## src/rtl/piso_pkg.sv

```systemverilog
// Shared types and helpers for the PISO frame scheduler.
// Holds the FSM state enum, default sizes and the rotate-priority pick.
package piso_pkg;

  localparam int WIDTH_DEF = 4;
  localparam int NREQ_DEF  = 2;
  localparam int MAX_NREQ  = 32;

  typedef enum logic [1:0] {
    IDLE,
    SHIFT,
    PARITY,
    DONE
  } state_e;

  // One-hot pick of the first set request, scanning upward
  // from (last+1) mod n and wrapping.
  function automatic logic [MAX_NREQ-1:0] rr_pick(
    input logic [MAX_NREQ-1:0] req,
    input int                  n,
    input int                  last
  );
    logic [MAX_NREQ-1:0] g;
    logic                hit;
    int                  j;
    logic [4:0]          k;
    g   = '0;
    hit = 1'b0;
    for (int i = 0; i < MAX_NREQ; i++) begin
      if (i < n) begin
        j = last + 1 + i;
        if (j >= n) j = j - n;
        k = 5'(j);
        if (!hit && req[k]) begin
          g[k] = 1'b1;
          hit  = 1'b1;
        end
      end
    end
    return g;
  endfunction

endpackage

```

## src/rtl/piso_rr_arbiter.sv

```systemverilog
// Round-robin arbiter: one-hot grant plus winner index.
// Ports: req_i, last_i (previous winner) -> gnt_o, idx_o.
module piso_rr_arbiter
  import piso_pkg::*;
#(
  parameter int NREQ  = NREQ_DEF,
  parameter int IDX_W = 1
) (
  input  logic [NREQ-1:0]  req_i,
  input  logic [IDX_W-1:0] last_i,
  output logic [NREQ-1:0]  gnt_o,
  output logic [IDX_W-1:0] idx_o
);

  logic [MAX_NREQ-1:0] req_w;
  logic [MAX_NREQ-1:0] pick_w;
  logic                unused_pick;

  always_comb begin
    req_w             = '0;
    req_w[NREQ-1:0]   = req_i;
    pick_w            = rr_pick(req_w, NREQ, int'(last_i));
    gnt_o             = pick_w[NREQ-1:0];
    idx_o             = '0;
    for (int i = 0; i < NREQ; i++) begin
      if (pick_w[i]) idx_o = IDX_W'(i);
    end
  end

  assign unused_pick = ^pick_w;

endmodule

```

## src/rtl/piso_frame_scheduler.sv

```systemverilog
// Shares one PISO shift stage among NREQ requesters, round-robin.
// Ports: clk, rst_n, req, data in; gnt, ser_out, ser_valid,
// frame_start, busy, done, owner out. Macro PISO_PARITY_EN adds
// an even-parity bit after each frame.
module piso_frame_scheduler
  import piso_pkg::*;
#(
  parameter int WIDTH = WIDTH_DEF,
  parameter int NREQ  = NREQ_DEF,
  parameter int CNT_W = $clog2(WIDTH + 1),
  parameter int IDX_W = (NREQ > 1) ? $clog2(NREQ) : 1
) (
  input  logic                  clk,
  input  logic                  rst_n,
  input  logic [NREQ-1:0]       req,
  input  logic [NREQ*WIDTH-1:0] data,
  output logic [NREQ-1:0]       gnt,
  output logic                  ser_out,
  output logic                  ser_valid,
  output logic                  frame_start,
  output logic                  busy,
  output logic                  done,
  output logic [IDX_W-1:0]      owner
);

  state_e             state_q, state_d;
  logic [WIDTH-1:0]   shreg_q, shreg_d;
  logic [CNT_W-1:0]   cnt_q, cnt_d;
  logic [IDX_W-1:0]   owner_q, owner_d;
  logic [IDX_W-1:0]   last_q, last_d;
`ifdef PISO_PARITY_EN
  logic               par_q, par_d;
`endif

  logic [NREQ-1:0]    arb_gnt;
  logic [IDX_W-1:0]   arb_idx;
  logic [WIDTH-1:0]   word_w;
  logic               load_w;

  piso_rr_arbiter #(
    .NREQ  (NREQ),
    .IDX_W (IDX_W)
  ) u_arb (
    .req_i  (req),
    .last_i (last_q),
    .gnt_o  (arb_gnt),
    .idx_o  (arb_idx)
  );

  always_comb begin
    word_w = '0;
    for (int i = 0; i < NREQ; i++) begin
      if (arb_gnt[i]) word_w = data[i*WIDTH +: WIDTH];
    end
  end

  assign load_w = (state_q == IDLE) && (|arb_gnt);

  // State register
  always_ff @(posedge clk or negedge rst_n) begin
    if (!rst_n) state_q <= IDLE;
    else        state_q <= state_d;
  end

  // Next-state logic
  always_comb begin
    state_d = state_q;
    unique case (state_q)
      IDLE: begin
        if (load_w) state_d = SHIFT;
      end
      SHIFT: begin
        if (cnt_q == CNT_W'(1)) begin
`ifdef PISO_PARITY_EN
          state_d = PARITY;
`else
          state_d = DONE;
`endif
        end
      end
`ifdef PISO_PARITY_EN
      PARITY: state_d = DONE;
`endif
      DONE:    state_d = IDLE;
      default: state_d = IDLE;
    endcase
  end

  // Output decode, from registered state only (gnt also uses req)
  always_comb begin
    gnt         = '0;
    ser_out     = 1'b0;
    ser_valid   = 1'b0;
    frame_start = 1'b0;
    done        = 1'b0;
    busy        = (state_q != IDLE);
    unique case (state_q)
      IDLE: gnt = arb_gnt;
      SHIFT: begin
        ser_out     = shreg_q[WIDTH-1];
        ser_valid   = 1'b1;
        frame_start = (cnt_q == CNT_W'(WIDTH));
      end
`ifdef PISO_PARITY_EN
      PARITY: begin
        ser_out   = par_q;
        ser_valid = 1'b1;
      end
`endif
      DONE:    done = 1'b1;
      default: ;
    endcase
  end

  assign owner = owner_q;

  // Datapath next-state
  always_comb begin
    shreg_d = shreg_q;
    cnt_d   = cnt_q;
    owner_d = owner_q;
    last_d  = last_q;
`ifdef PISO_PARITY_EN
    par_d   = par_q;
`endif
    if (load_w) begin
      shreg_d = word_w;
      cnt_d   = CNT_W'(WIDTH);
      owner_d = arb_idx;
      last_d  = arb_idx;
`ifdef PISO_PARITY_EN
      par_d   = ^word_w;
`endif
    end else if (state_q == SHIFT) begin
      shreg_d = {shreg_q[WIDTH-2:0], 1'b0};
      cnt_d   = cnt_q - CNT_W'(1);
    end
  end

  always_ff @(posedge clk or negedge rst_n) begin
    if (!rst_n) begin
      shreg_q <= '0;
      cnt_q   <= '0;
      owner_q <= '0;
      last_q  <= IDX_W'(NREQ - 1);
`ifdef PISO_PARITY_EN
      par_q   <= 1'b0;
`endif
    end else begin
      shreg_q <= shreg_d;
      cnt_q   <= cnt_d;
      owner_q <= owner_d;
      last_q  <= last_d;
`ifdef PISO_PARITY_EN
      par_q   <= par_d;
`endif
    end
  end

endmodule

```

## config.mk

```make
export PLATFORM = sky130hd
export DESIGN_NAME = piso_frame_scheduler
export DESIGN_NICKNAME = d
export VERILOG_FILES = /design/src/rtl/piso_pkg.sv /design/src/rtl/piso_rr_arbiter.sv /design/src/rtl/piso_frame_scheduler.sv
export SDC_FILE = /design/constraint.sdc
export NUM_CORES = 1
export LEC_CHECK = 0
export CAP_MARGIN = 40
export CORE_MARGIN = 4
export CORE_UTILIZATION = 35
export DETAILED_ROUTE_END_ITERATION = 7
export SETUP_SLACK_MARGIN = 0.3
export SLEW_MARGIN = 20
export SYNTH_ARGS = -nofsm -noshare
export SYNTH_HDL_FRONTEND = slang
export SYNTH_SLANG_ARGS = --single-unit
```

## constraint.sdc

```tcl
create_clock -name clk -period 1.35 [get_ports clk]
set_input_delay 0.27 -clock clk [delete_from_list [all_inputs] [get_ports clk]]
set_output_delay 0.27 -clock clk [all_outputs]
set_load 0.1 [all_outputs]
```

---- Yosys cells after proc, flatten, opt, wreduce, memory -nomap -nowiden ----
Index checks and enable logic that the tools add are counted.
Widths: inputs -> output; s select.
word-level totals
  input bits .............................. 12
  word-level logic and storage cells ...... 61
  output and inout port bits .............. 8
  register bits ........................... 11
operators by class
  equal/unequal tests ..................... 6
  reductions and logical operators ........ 10
  muxes and demuxes ....................... 28
  bitwise logic cells ..................... 1
  add/subtract/negate cells ............... 5
  magnitude comparators ................... 6
operators with widths
  kind                 count
  $ge 32x3->1 const B  1
  $mux 4               4
  $lt 5x6->1 const B   2
  $bmux 1 s5           2
  $demux 1 s5          2
  $ge 5x1->1 const B   2
  $mux 1               10
  $mux 2               5
  $mux 5               2
  $mux 3               2
  $sub 5x3->5 const B  1
  $logic_and 1x1->1    4
  $ne 2x2->1 const B   2
  $pmux 2 s2           1
  $reduce_bool 2->1    2
  $add 2x1->3 const B  1
  $eq 3x1->1 const B   1
  $eq 3x3->1 const B   1
  $sub 2x2->3 const B  1
  $sub 3x1->3 const B  1
  $add 1x1->2 const B  1
  $eq 2x1->1 const B   1
  $eq 2x2->1 const B   1
  $ge 2x2->1 const B   1
  5 further kinds      5

---- Longest topological paths before layout ----
  depth after elaboration ................. 14
  gate-level depth with buffers ........... 5

---- Modules after synthesis ----
Synthesis repeated with hierarchy kept, for this count alone.
second synthesis, totals
  cells, all modules ...................... 62
  area, all modules ....................... 643.1 um^2
modules (own cells, without submodules)
  module                instances  cells each  area each (um^2)  sequential area each (um^2)
  piso_frame_scheduler  1          58          616.8             276.5
  piso_rr_arbiter       1          4           26.3              0.0

---- Least setup slack after synthesis ----
OpenSTA, ideal clock, no wires.
  path type ............................... register to output
  from .................................... register state_q[1]
  to ...................................... output frame_start
  data arrival time ....................... 1939 ps
  slack ................................... -859 ps
  cell stages (with the launch flop) ...... 5
  buffers on the path ..................... 1
  cells stage by stage .................... dfrtp_1 > nand2b_1 > buf_4 > inv_2 > and3_1
on the way
  cells in the longest elaborated chain, start to end .. 2
RTL lines
  what                    line                        text
  from (decl)             piso_frame_scheduler.sv:26  state_e state_q, state_d;
  from (signal assigned)  piso_frame_scheduler.sv:62  else state_q <= state_d;
  $eq 2x1->1              piso_frame_scheduler.sv:97  unique case (state_q)
  $mux 1                  piso_frame_scheduler.sv:97
  to (decl)               piso_frame_scheduler.sv:20  output logic frame_start,
No other way between the ends.

---- Worst setup path after layout ----
  from .................................... register state_q[1]
  to ...................................... output gnt[0]
on the way
  cells in the longest elaborated chain, start to end .. 2
RTL lines
  what             line                        text
  $logic_not 2->1  piso_frame_scheduler.sv:97
  $mux 2           piso_frame_scheduler.sv:97
  to (decl)        piso_frame_scheduler.sv:17  output logic [NREQ-1:0] gnt,
No other way between the ends.

==> out/qor.txt <==
Status: complete, but fails checks
Failing checks: negative setup slack
H-tree depth: 1
I/O pins: 20
CP Max Fanout: 5
Required @ worst endpoint: 1.08 ns
Worst path slowest cell: dfrtp_1
Worst rel slew slack: 81.3%
Max-slew violations: 0
# nets final: 125
Max Freq: 621 MHz
Most frequent cells in the layout: buf_4 (16), clkdlybuf4s50_1 (9), dfrtp_1 (8), buf_12 (8), buf_6 (7)
Mapped Area: 602 um2
Average size of a mapped cell: 9.40 um2
Distinct cells, synth: 26
DPL Wire Length: 1270 um
Die Y: 49.5 um
Die footprint: 2450 um2
Inst Count DP: 110
Drc violations: 0
Min Tclk post-route: 1.61 ns
CP top delay family: flip-flops
Non-filler cells, final: 125
Post-synth ARST share: 100%
Initial antenna violation count: 0
GRT overflow: 0
Vias: 693
Flop and latch count out of synthesis: 11
Mapped Nets: 79
Ys Warns: 0
Unrepaired setup endpoints after global routing: true
Clk sinks: 11
Post-Route WL: 2010 um
Tot Pwr: 3.45 mW
Place WS: -0.321 ns
Worst-Margin Slew: 0.280 ns
Port buffer count: 19
Clock root buffer: clkbuf_4
Register area share after synthesis: 45.9%
Crit path kind: reg2out
Final ANT Viol Nets: 0
Critical path endpoint category: output port
Share of cells above drive strength 1: 52.3%
CTS tree: built
Reg2Reg Setup Slack: -0.18 ns
Commonest non-fill, non-tap cell in the layout: buf_4
Commonest register cell after synthesis: dfrtp_1
Routed wire per std cell: 16.1 um
Max clock buf depth: 2
Leak Pwr: 0.535 nW
Cell area after layout: 1200 um2
Total GRT Usage: 16.8%
Post-synth EDFFs: 0
Cells after Synth: 64
Worst Clk Skew: 0.00167 ns
Fin worst setup slack: -0.261 ns
Chip Width: 49.5 um
Row cnt: 14
N_diodes: 0
GPL Wtd Cong: 0.805
Vias in the first global route: 664
CTS buffer count: 3
Power Dens Cells: 2870 nW/um2
RR Startpoint: state_q[0]$_DFFE_PN0P_
First-pass GRT wire length: 3060 um
Buffers and inverters on the worst path: 2
DR iter-0 viols: 22
Max Cap Violations: 0
FF-to-FF path depth: 5
Initial core utilization: 38.6%
Clock slew at reported path FFs: 0.07 ns
Final period utilization: 119%
Worst vdd ir: 2.18 mV
HP Class: in2async
Core area: 1560 um2
Critical path arrival: 1.34 ns
Final TNS setup: -1.64 ns
Vias/cell: 5.54
Synth-to-layout area growth: 100%
CP startpoint kind: flip-flop
Largest net degree at the start of global routing: 12
Crit path cell chain: buf_6, nor2_4, and3_4, buf_12
Worst-Skew Late Latency: 0.28 ns
Critical Path Max Stage Delay: 0.40 ns
Setup violators final: 9
DRT Pass-1 Iters: 4
Hold Fails Final Rpt: 0
Reg-to-Reg End: shreg_q[1]$_DFFE_PN0P_
DP Area: 1020 um2
[cell usage after synthesis, types with 2 or more instances]
cell	count	area, um2
a21oi_1	3	15.0
a31oi_1	3	18.8
a32oi_1	2	17.5
and2_1	3	18.8
and3_1	3	18.8
dfrtp_1	10	250
ha_1	3	37.5
inv_1	4	15.0
nand2_1	5	18.8
nand2b_1	2	12.5
nand3_1	2	10.0
nor2_1	4	15.0
o211ai_1	3	22.5
o21ai_0	2	10.0
o21ai_1	2	10.0
o221ai_1	2	17.5
or4_1	2	15.0
[logic make-up after synthesis]
logic type                 share of synthesized area [%]
and+or+nand+nor                                     21.2
AOI/OAI and AO/OA                                   21.4
DFF                                                 45.9
buffers and inverters                               5.20
adders and majority gates                           6.24
[power by group]
group | internal, mW | switching, mW | total [mW] | leakage [nW]
clock network | 0.115 | 0.122 | 0.236 | 0.0150
registers | 0.491 | 0.138 | 0.629 | 0.131
logic | 1.18 | 1.41 | 2.59 | 0.389
total | 1.78 | 1.67 | 3.45 | 0.535
[cell type report]
| cell class | instances | area [um2] |
|---|---|---|
| timing repair buffer | 43 | 482 |
| multi-input combinational | 46 | 367 |
| fill | 105 | 354 |
| sequential | 11 | 279 |
| inverter | 5 | 31.3 |
| clock buffer | 4 | 26.3 |
| tap | 16 | 20.0 |
[per-layer routing]
layer  global-route usage (%)  vias up  routed length, um
li1                         -      327                  -
met1                     21.1      329                872
met2                     24.8       35                990
met3                     4.82        2                133
met4                     11.5        0                 15
met5                        0        -                  0
[state kept, by name (all words and copies together) (netlist names)]
name     count
shreg_q      4
state_q      2
cnt_q        3
owner        1
last_q       1
[timing repair]
item,in CTS,in global routing
hold buffers,0,0
pin swaps,4,5
endpoints found under the setup margin,18,19
setup buffers,4,7
gates resized for setup,16,11
[worst register-to-register path: cells and delay by family, from the launching register on]
family	cells	cell delay [ns]
buffers and inverters	2	0.24
flip-flops	1	0.46
AND/OR/NAND/NOR	1	0.53
AO/OA/AOI/OAI	2	0.18
[metrics by stage]
stage	hold WS (ns)	utilization, %
2_1_floorplan	-0.0256	-
3_3_place_gp	0.480	65.2
3_5_place_dp	0.488	65.2
4_1_cts	0.281	71.4
5_1_grt	0.285	77.3
6_report	0.283	77.3
[how the worst max path moves through the flow]
stage	startpoint	to	slack, ns	cells past startpoint
3_5_place_dp	req[1]	shreg_q[2]$_DFFE_PN0P_	-0.32	5
2_1_floorplan	state_q[0]$_DFFE_PN0P_	shreg_q[1]$_DFFE_PN0P_	-0.19	4
3_3_place_gp	req[1]	shreg_q[1]$_DFFE_PN0P_	-0.28	5
4_1_cts	state_q[1]$_DFFE_PN0P_	gnt[0]	-0.26	4
6_report	state_q[1]$_DFFE_PN0P_	gnt[0]	-0.26	4
5_1_grt	state_q[1]$_DFFE_PN0P_	gnt[0]	-0.29	4
Power figures use the tool's default switching activity.
